$ cat src/rtl/ppu_pkg.sv
// Shared types and constants for the pipeline hazard controller.
//   state_e   : controller states (run, waiting on data memory, timeout trap)
//   FWD_*     : EX operand-select encodings
//   PC_REG    : register number of the PC, never a hazard source or forward target
package ppu_pkg;

  typedef enum logic [1:0] {
    StRun     = 2'd0,
    StMemWait = 2'd1,
    StTrap    = 2'd2
  } state_e;

  localparam logic [1:0] FWD_RF    = 2'b00;
  localparam logic [1:0] FWD_EXMEM = 2'b01;
  localparam logic [1:0] FWD_MEMWB = 2'b10;

  localparam int unsigned PC_REG = 15;

endpackage

$ cat src/rtl/fwd_unit.sv
// Operand forwarding comparator for one EX source operand.
// Ports:
//   src            : source register of the instruction now in EX
//   mem_we/mem_rd  : EX/MEM write-back candidate
//   wb_we/wb_rd    : MEM/WB write-back candidate
//   sel            : FWD_RF / FWD_EXMEM / FWD_MEMWB
module fwd_unit
  import ppu_pkg::*;
#(
  parameter int unsigned RW = 4
) (
  input  logic [RW-1:0] src,
  input  logic          mem_we,
  input  logic [RW-1:0] mem_rd,
  input  logic          wb_we,
  input  logic [RW-1:0] wb_rd,
  output logic [1:0]    sel
);

  logic src_is_pc;

  assign src_is_pc = (src == RW'(PC_REG));

  // The younger result (EX/MEM) takes precedence over MEM/WB.
  always_comb begin
    sel = FWD_RF;
    if (!src_is_pc) begin
      if (mem_we && (mem_rd == src)) begin
        sel = FWD_EXMEM;
      end else if (wb_we && (wb_rd == src)) begin
        sel = FWD_MEMWB;
      end
    end
  end

endmodule

$ cat src/rtl/pipe_hazard_ctrl.sv
// Hazard and sequencing controller for the five-stage pipeline.
// Ports:
//   clk, Reset                    : clock (rising edge), async active-high reset
//   id_rn/id_rm, id_use_rn/rm     : ID-stage sources and their use flags
//   ex_rn/ex_rm                   : registered sources of the instruction in EX
//   ex_rd/mem_rd/wb_rd, *_we      : destinations and write-enables per stage
//   ex_load, ex_branch_taken      : EX-stage load / taken-branch flags
//   mem_req, mem_rdy              : data-memory handshake
//   *_ld                          : stage-register load enables
//   ifid_flush/idex_nop/memwb_nop : bubble insertion
//   pc_src_br                     : PC takes branch target
//   fwd_a/fwd_b                   : EX operand forwarding selects
//   stall_cnt                     : saturating count of cycles with pc_ld low
//   mem_err                       : sticky memory-timeout trap
module pipe_hazard_ctrl
  import ppu_pkg::*;
#(
  parameter int unsigned RW          = 4,
  parameter int unsigned MEM_TIMEOUT = 15,
  parameter int unsigned CNT_W       = 16
) (
  input  logic             clk,
  input  logic             Reset,
  input  logic [RW-1:0]    id_rn,
  input  logic [RW-1:0]    id_rm,
  input  logic             id_use_rn,
  input  logic             id_use_rm,
  input  logic [RW-1:0]    ex_rn,
  input  logic [RW-1:0]    ex_rm,
  input  logic [RW-1:0]    ex_rd,
  input  logic [RW-1:0]    mem_rd,
  input  logic [RW-1:0]    wb_rd,
  input  logic             ex_we,
  input  logic             mem_we,
  input  logic             wb_we,
  input  logic             ex_load,
  input  logic             ex_branch_taken,
  input  logic             mem_req,
  input  logic             mem_rdy,
  output logic             pc_ld,
  output logic             ifid_ld,
  output logic             idex_ld,
  output logic             exmem_ld,
  output logic             memwb_ld,
  output logic             ifid_flush,
  output logic             idex_nop,
  output logic             memwb_nop,
  output logic             pc_src_br,
  output logic [1:0]       fwd_a,
  output logic [1:0]       fwd_b,
  output logic [CNT_W-1:0] stall_cnt,
  output logic             mem_err
);

  localparam int unsigned WaitW = (MEM_TIMEOUT < 2) ? 1 : $clog2(MEM_TIMEOUT + 1);

  state_e             state_q, state_d;
  logic [WaitW-1:0]   wait_q, wait_d;
  logic [WaitW-1:0]   wait_inc;
  logic [CNT_W-1:0]   stall_cnt_q, stall_cnt_d;
  logic               mem_err_q, mem_err_d;

  logic [1:0] fwd_a_raw, fwd_b_raw;
  logic       load_use, mem_stall, ex_rd_is_pc;
  logic       run_eval, freeze;

  fwd_unit #(.RW(RW)) u_fwd_a (
    .src    (ex_rn),
    .mem_we (mem_we),
    .mem_rd (mem_rd),
    .wb_we  (wb_we),
    .wb_rd  (wb_rd),
    .sel    (fwd_a_raw)
  );

  fwd_unit #(.RW(RW)) u_fwd_b (
    .src    (ex_rm),
    .mem_we (mem_we),
    .mem_rd (mem_rd),
    .wb_we  (wb_we),
    .wb_rd  (wb_rd),
    .sel    (fwd_b_raw)
  );

  assign ex_rd_is_pc = (ex_rd == RW'(PC_REG));
  assign load_use    = ex_load && ex_we && !ex_rd_is_pc &&
                       ((id_use_rn && (ex_rd == id_rn)) || (id_use_rm && (ex_rd == id_rm)));
  assign mem_stall   = mem_req && !mem_rdy;
  assign wait_inc    = wait_q + WaitW'(1);

  // Next state and wait counter.
  always_comb begin
    state_d  = state_q;
    wait_d   = wait_q;
    run_eval = 1'b0;
    freeze   = 1'b0;
    unique case (state_q)
      StRun: begin
        if (mem_stall) begin
          freeze  = 1'b1;
          wait_d  = WaitW'(1);
          state_d = (MEM_TIMEOUT <= 1) ? StTrap : StMemWait;
        end else begin
          run_eval = 1'b1;
        end
      end
      StMemWait: begin
        if (mem_rdy) begin
          // Release in the same cycle the access completes.
          run_eval = 1'b1;
          wait_d   = '0;
          state_d  = StRun;
        end else begin
          freeze = 1'b1;
          wait_d = wait_inc;
          if (wait_inc >= WaitW'(MEM_TIMEOUT)) begin
            state_d = StTrap;
          end
        end
      end
      StTrap: begin
        state_d = StTrap;
      end
      default: begin
        state_d = StRun;
        wait_d  = '0;
      end
    endcase
  end

  // Control outputs; everything is held inactive while Reset is high.
  always_comb begin
    pc_ld      = 1'b0;
    ifid_ld    = 1'b0;
    idex_ld    = 1'b0;
    exmem_ld   = 1'b0;
    memwb_ld   = 1'b0;
    ifid_flush = 1'b0;
    idex_nop   = 1'b0;
    memwb_nop  = 1'b0;
    pc_src_br  = 1'b0;
    fwd_a      = FWD_RF;
    fwd_b      = FWD_RF;
    if (!Reset) begin
      fwd_a = fwd_a_raw;
      fwd_b = fwd_b_raw;
      if (freeze) begin
        memwb_nop = 1'b1;
      end else if (run_eval) begin
        pc_ld    = 1'b1;
        ifid_ld  = 1'b1;
        idex_ld  = 1'b1;
        exmem_ld = 1'b1;
        memwb_ld = 1'b1;
        if (ex_branch_taken) begin
          // Flushing the wrong-path instructions also kills any load-use hazard.
          pc_src_br  = 1'b1;
          ifid_flush = 1'b1;
          idex_nop   = 1'b1;
        end else if (load_use) begin
          pc_ld    = 1'b0;
          ifid_ld  = 1'b0;
          idex_nop = 1'b1;
        end
      end
    end
  end

  always_comb begin
    stall_cnt_d = stall_cnt_q;
    if (!pc_ld && (stall_cnt_q != '1)) begin
      stall_cnt_d = stall_cnt_q + CNT_W'(1);
    end
    mem_err_d = mem_err_q || (state_d == StTrap);
  end

  always_ff @(posedge clk or posedge Reset) begin
    if (Reset) begin
      state_q     <= StRun;
      wait_q      <= '0;
      stall_cnt_q <= '0;
      mem_err_q   <= 1'b0;
    end else begin
      state_q     <= state_d;
      wait_q      <= wait_d;
      stall_cnt_q <= stall_cnt_d;
      mem_err_q   <= mem_err_d;
    end
  end

  assign stall_cnt = stall_cnt_q;
  assign mem_err   = mem_err_q;

endmodule

$ cat config.mk
export PLATFORM = sky130hd
export DESIGN_NAME = pipe_hazard_ctrl
export DESIGN_NICKNAME = d
export VERILOG_FILES = /design/src/rtl/ppu_pkg.sv /design/src/rtl/fwd_unit.sv /design/src/rtl/pipe_hazard_ctrl.sv
export SDC_FILE = /design/constraint.sdc
export NUM_CORES = 1
export LEC_CHECK = 0
export CORE_ASPECT_RATIO = 1.75
export CORE_MARGIN = 1
export CORE_UTILIZATION = 41
export CTS_BUF_LIST = sky130_fd_sc_hd__clkbuf_16
export DETAILED_ROUTE_END_ITERATION = 16
export MAX_ROUTING_LAYER = met4
export PLACE_DENSITY = 0.84
export REMOVE_ABC_BUFFERS = 1
export SLEW_MARGIN = 40
export SYNTH_ARGS = -nofsm -noshare
export SYNTH_HDL_FRONTEND = slang
export SYNTH_SLANG_ARGS = --single-unit
$ cat constraint.sdc
create_clock -name clk -period 2.45 [get_ports clk]
set_clock_uncertainty 0.15 [all_clocks]
set_input_delay 0.245 -clock clk [delete_from_list [all_inputs] [get_ports clk]]
set_output_delay 0.245 -clock clk [all_outputs]
set_load 0.05 [all_outputs]
==> out/metrics.cfg, run 1 <==
[grt]
grt_usage_pct=23.3
grt_max_degree=24
grt_antenna_before_repair=0
first_global_vias=1463
grt_pass1_wl_mm=6.28
grt_overflow_total=0

[logic_synthesis]
synth.distinct_cells=36
syn_area_per_cell_um2=9.34
async_flop_share_pct=100
yosysTopAreaCell=dfrtp_1
synth_seq_cells=23
ys_top_cells_by_count=23 x dfrtp_1, 19 x xor2_1, 16 x nand3_1, 13 x xnor2_1, 10 x nand2_1
yosysWarnings=0
synth_largest_type_area_fraction_pct=38.5
ys_seq_area_share_pct=38.5
syn_inst=160
synth_ff_type=dfrtp_1
synth-edff-count=0
yosys-top-cells-area=dfrtp_1 38%, xor2_1 11%, xnor2_1 7.6%
synth_area_mm2=0.00150
yosysMostFrequentCell=dfrtp_1

[layout]
fin_area_mm2=0.00247
nNetsFinal=281
layout-drive-gt1-share_pct=15.5
area_growth_pct=65.2
layout.cells.non_filler=283
fillers=257
num_antenna_cells=0

[die]
die-width_um=47.7
placementRows=28
initial_utilization_pct=43.5
die_area_mm2=0.00390
chipHeight_um=81.9
core_area_mm2=0.00343
io_pins=69

[routing]
firstDrtPassIters=4
drt_wl_total_mm=3.85
final_antenna_net_count=0
num_vias=1484
drc=0
routedWlPerCell_um=13.6
first_iter_violations=28
vias_per_cell=5.24

[clock_tree]
cts_num_sinks=23
htreeDepth=1
clkLatencyLatePin_ns=0.25
cts_tree=yes
clkTransAtPathRegs_ns=0.06
cts_inserted_buffers=3
post_cts_buffers=0
root_buffer=clkbuf_16
ctsLongestPathBuffers=2

[worst_setup_path]
critPathCaptureType=flop
path_class=flop to flop
arrival_ns=2.28
path_common_cell=and4_1
critPathLaunch=stall_cnt[6]
path_cells=and4_1, and4_1, and4_4, nand4_2, nand2_1, or4_4, xnor2_2
path_buf_inv=0
path_max_fanout=4
rr_startpoint=stall_cnt[6]
cpMaxStageDelayCell=or4_4
cp_top_family=simple AND/OR/NAND/NOR gates
cp_data_required_time_ns=2.44
cpPeakStageDelay_ns=0.51
critPathLaunchType=flop

[timing]
max_freq_mhz=437
layout_min_cycle_time_ns=2.29
slew_headroom_pct=65.9
final_hold_viol_count=0
fin_crit_sh_pct=93.5
max_slew.worst_pin.slew_ns=0.509
rsz0062_at_grt=false
setup-tns-final_ns=0
slew_violations=0
setup_viol=0

[worst_hold_path]
hold_class=flop to flop
worstHoldStart=mem_err

[placement]
dpl-instance-area_mm2=0.00238
place_inst=279
place_congestion=0.883
port_buffers=68
place_hpwl_mm=3.20

[power_and_ir_drop]
ir_drop_uv=513
powerDensity_mw_per_mm2=689
power.leakage_nw=1.06

[run]
maxCapViolCount=0

[run_status]
status=finished, final reports clean

cell type report:
cell class / count / area (um^2) / share of cell area, %
repair buffers: 79 / 873 / 35.4
multi-input cells: 124 / 855 / 34.6
flip-flops and latches: 23 / 576 / 23.3
clock buffers: 3 / 75.1 / 3.04
well taps: 45 / 56.3 / 2.28
inverters: 8 / 30.0 / 1.22
clock inverters: 1 / 5.00 / 0.203
where the power goes:
group	internal (W)	leakage, nW	switching (W)
Combinational	0.000337	0.732	0.000483
Sequential	0.000455	0.288	0.0000806
Clock	0.000219	0.0409	0.000128
Total	0.00101	1.06	0.000691
final timing paths:
| check | depth (start not counted) | slack (ns) | endpoint |
|---|---|---|---|
| worst max register to register | 7 | 0.16 | stall_cnt[7] |
| worst min-delay path | 1 | 0.32 | mem_err |
| worst max-delay path | 7 | 0.16 | stall_cnt[7] |
| worst min register to register | 1 | 0.32 | mem_err |
| max in group asynchronous | 4 | 1.50 | state_q[1] |
| min in group asynchronous | 4 | 0.42 | stall_cnt[3] |
per-stage QoR:
stage	hold slack (ns)	setup WS, ns	power, W	utilization [%]
global placement	0.311	-0.0637	0.00134	69.5
floorplan	0.113	-3.18	0.00101	-
CTS	0.322	0.102	0.00171	71.8
global route	0.340	0.0153	0.00179	71.9
detailed placement	0.309	-0.126	0.00136	69.5
finish	0.316	0.160	0.00170	71.9
placed cells by master, fill, tap and decap left out, drive strengths merged, types with 2 or more instances in the layout:
cell,synthesis,layout
xnor2,14,14
nand4,7,7
a31oi,2,2
nor2,9,9
mux2,3,3
nand3,16,16
clkdlybuf4s50,0,53
nor3,6,6
buf,5,24
xor2,19,19
a21oi,2,2
dfrtp,23,23
inv,8,8
ha,3,3
o21ai,8,8
nand2,10,10
and3,5,5
and4,4,4
nor4,4,4
dlymetal6s2s,0,2
clkbuf,0,3
a211oi,2,2
cells by family (layout without fill, tap and decap cells):
group | Yosys count | count (layout) | synth area share, %
AND/OR/NAND/NOR | 65 | 65 | 23.9
multiplexers | 4 | 4 | 2.93
AO/OA/AOI/OAI | 19 | 19 | 8.03
flip-flops | 23 | 23 | 38.5
buffers and inverters | 13 | 91 | 4.35
adder cells (fa/ha/maj) | 3 | 3 | 2.51
XOR/XNOR | 33 | 33 | 19.8
per-layer routing:
layer | up-vias | part of all wire [%] | global-route usage (%)
met3 | 11 | 2.5 | 1.98
met2 | 52 | 60 | 44.9
met4 | 0 | 4.0 | 12.8
met5 | - | 0 | -
li1 | 725 | - | -
met1 | 696 | 33 | 20.2
registers in the layout, summed over array words and instances (netlist names):
name / flops
state_q: 2
mem_err: 1
wait_q: 4
stall_cnt: 16
what timing repair did:
item	CTS	global route
gates resized for setup	0	2
hold buffers	0	0
setup endpoints to repair	0	3
(Power assumes the default switching activity.)
==> inputs of run 2 (changes only) <==
--- a/config.mk
+++ b/config.mk
@@ -10,9 +10,9 @@
 export CORE_UTILIZATION = 41
 export CTS_BUF_LIST = sky130_fd_sc_hd__clkbuf_16
 export DETAILED_ROUTE_END_ITERATION = 16
+export HOLD_SLACK_MARGIN = 0.08
 export MAX_ROUTING_LAYER = met4
 export PLACE_DENSITY = 0.84
-export REMOVE_ABC_BUFFERS = 1
 export SLEW_MARGIN = 40
 export SYNTH_ARGS = -nofsm -noshare
 export SYNTH_HDL_FRONTEND = slang
==> run 2 against run 1 <==
Net effect: combinational power grew 3.3%; clock power increased by 5.8%; utilization is 0.77 points higher; hold slack improved by 0.0077 ns; wire length increased by 14%; first-iteration DRC count grew 93%.
==> out/metrics.cfg, run 2 (same netlist as run 1, synthesis figures left out) <==
[run]
maxCapViolCount=0

[placement]
place_hpwl_mm=3.61
place_congestion=0.808
place_ws_ns=-0.126
port_buffers=68
place_inst=279
dpl-instance-area_mm2=0.00240

[layout]
area_growth_pct=66.9
layout.cells.non_filler=283
final_common_cell=clkdlybuf4s50_1
layout-drive-gt1-share_pct=18.5
fin_area_mm2=0.00250
layout_common_cells=52 x clkdlybuf4s50_1, 22 x dfrtp_1, 19 x xor2_1
fillers=255
largest_reg_flops=16
num_antenna_cells=0
nNetsFinal=281

[worst_hold_path]
whs_endpoint=mem_err
hold_class=flop to flop
min_path_cells=1
worstHoldStart=mem_err

[timing]
layout_min_cycle_time_ns=2.42
setup-tns-final_ns=0
fin_crit_sh_pct=98.9
max_freq_mhz=413
holdWs_ns=0.323
final_hold_viol_count=0
slew_headroom_pct=58.9
setup_viol=0
max_slew.worst_pin.slew_ns=0.614
setup_ws_ns=0.0273
slew_violations=0

[worst_setup_path]
critPathCaptureType=flop
r2r_cells=7
r2r_slack_ns=0.03
critPathLaunchType=flop
cp_data_required_time_ns=2.45
rr_startpoint=stall_cnt[7]
arrival_ns=2.42
r2r-end=stall_cnt[7]
path_max_fanout=4
path_class=flop to flop

[grt]
grt_pass1_wl_mm=6.63
grt_overflow_total=0
grt_antenna_before_repair=0
first_global_vias=1547
grt_usage_pct=24.8
grt_max_degree=24

[routing]
routedWlPerCell_um=15.5
firstDrtPassIters=4
final_antenna_net_count=0
drt_wl_total_mm=4.40
vias_per_cell=5.50
first_iter_violations=54
drc=0
num_vias=1557

[die]
core_area_mm2=0.00343
io_pins=69
initial_utilization_pct=43.5
die-width_um=47.7
die_area_mm2=0.00390
chipHeight_um=81.9
placementRows=28

[clock_tree]
post_cts_buffers=0
ctsLongestPathBuffers=2
root_buffer=clkbuf_16
cts_hold_buf=0
cts_tree=yes
clkTransAtPathRegs_ns=0.06
clkLatencyLatePin_ns=0.26
ctsResizeCount=0
cts_inserted_buffers=3
cts_num_sinks=23
htreeDepth=1

[power_and_ir_drop]
power.leakage_nw=1.07
powerDensity_mw_per_mm2=704
ir_drop_uv=530

[run_status]
status=finished, final reports clean

[logic_synthesis]
synth_fp_nets=202

## run 2: changes by cell type in the layout (fill, tap and decap cells not counted), moves of 2 or more
cell,before,now
and4_1,3,1
and4_2,0,2
nor4_2,0,2
nor4_1,4,2
## run 2: how the worst max path moves through the flow
stage,endpoint,start,slack [ns]
6_report,stall_cnt[7],stall_cnt[7],0.03
5_1_grt,stall_cnt[7],stall_cnt[7],-0.00008
3_5_place_dp,stall_cnt[7],ex_rd[1],-0.13
3_3_place_gp,stall_cnt[7],ex_rd[1],-0.08
4_1_cts,pc_ld,ex_rd[1],0.01
2_1_floorplan,idex_nop,state_q[0],-0.16
## run 2: stage by stage
stage                     total power [W]  util [%]
after global placement            0.00136      70.0
after detailed placement          0.00138      70.0
after floorplan                   0.00102         -
after global routing              0.00183      72.7
after CTS                         0.00175      72.3
final                             0.00176      72.7
## run 2: power breakdown
group          total (W)  switching, W  internal [W]
Sequential      0.000545     0.0000895      0.000455
Clock           0.000367      0.000146      0.000220
Combinational   0.000847      0.000502      0.000346
Total            0.00176      0.000738       0.00102
## run 2: per-layer routing
layer / wire [um] / GRT usage, % / up-vias
met2: 2580 / 47.5 / 85
li1: - / - / 726
met3: 247 / 5.49 / 11
met5: 0 / - / -
met4: 131 / 11.9 / 0
met1: 1440 / 20.5 / 735
## run 2: area by class of cell
cell class                      instances  area [um^2]  area share (%)
Multi-Input combinational cell        124          877            35.1
Tap cell                               45         56.3            2.26
Sequential cell                        23          577            23.1
Timing Repair Buffer                   79          876            35.1
Clock buffer                            3         75.1            3.01
Inverter                                8         30.0            1.20
Clock inverter                          1         5.00           0.201
## run 2: critical path, stage by stage, from the launching register on
cell and delay, ns:
dfrtp_2 0.44, and4_2 0.29, and4_2 0.28, and4_4 0.23
nand4_2 0.14, nand2_2 0.10, or4_4 0.52, xnor2_2 0.15
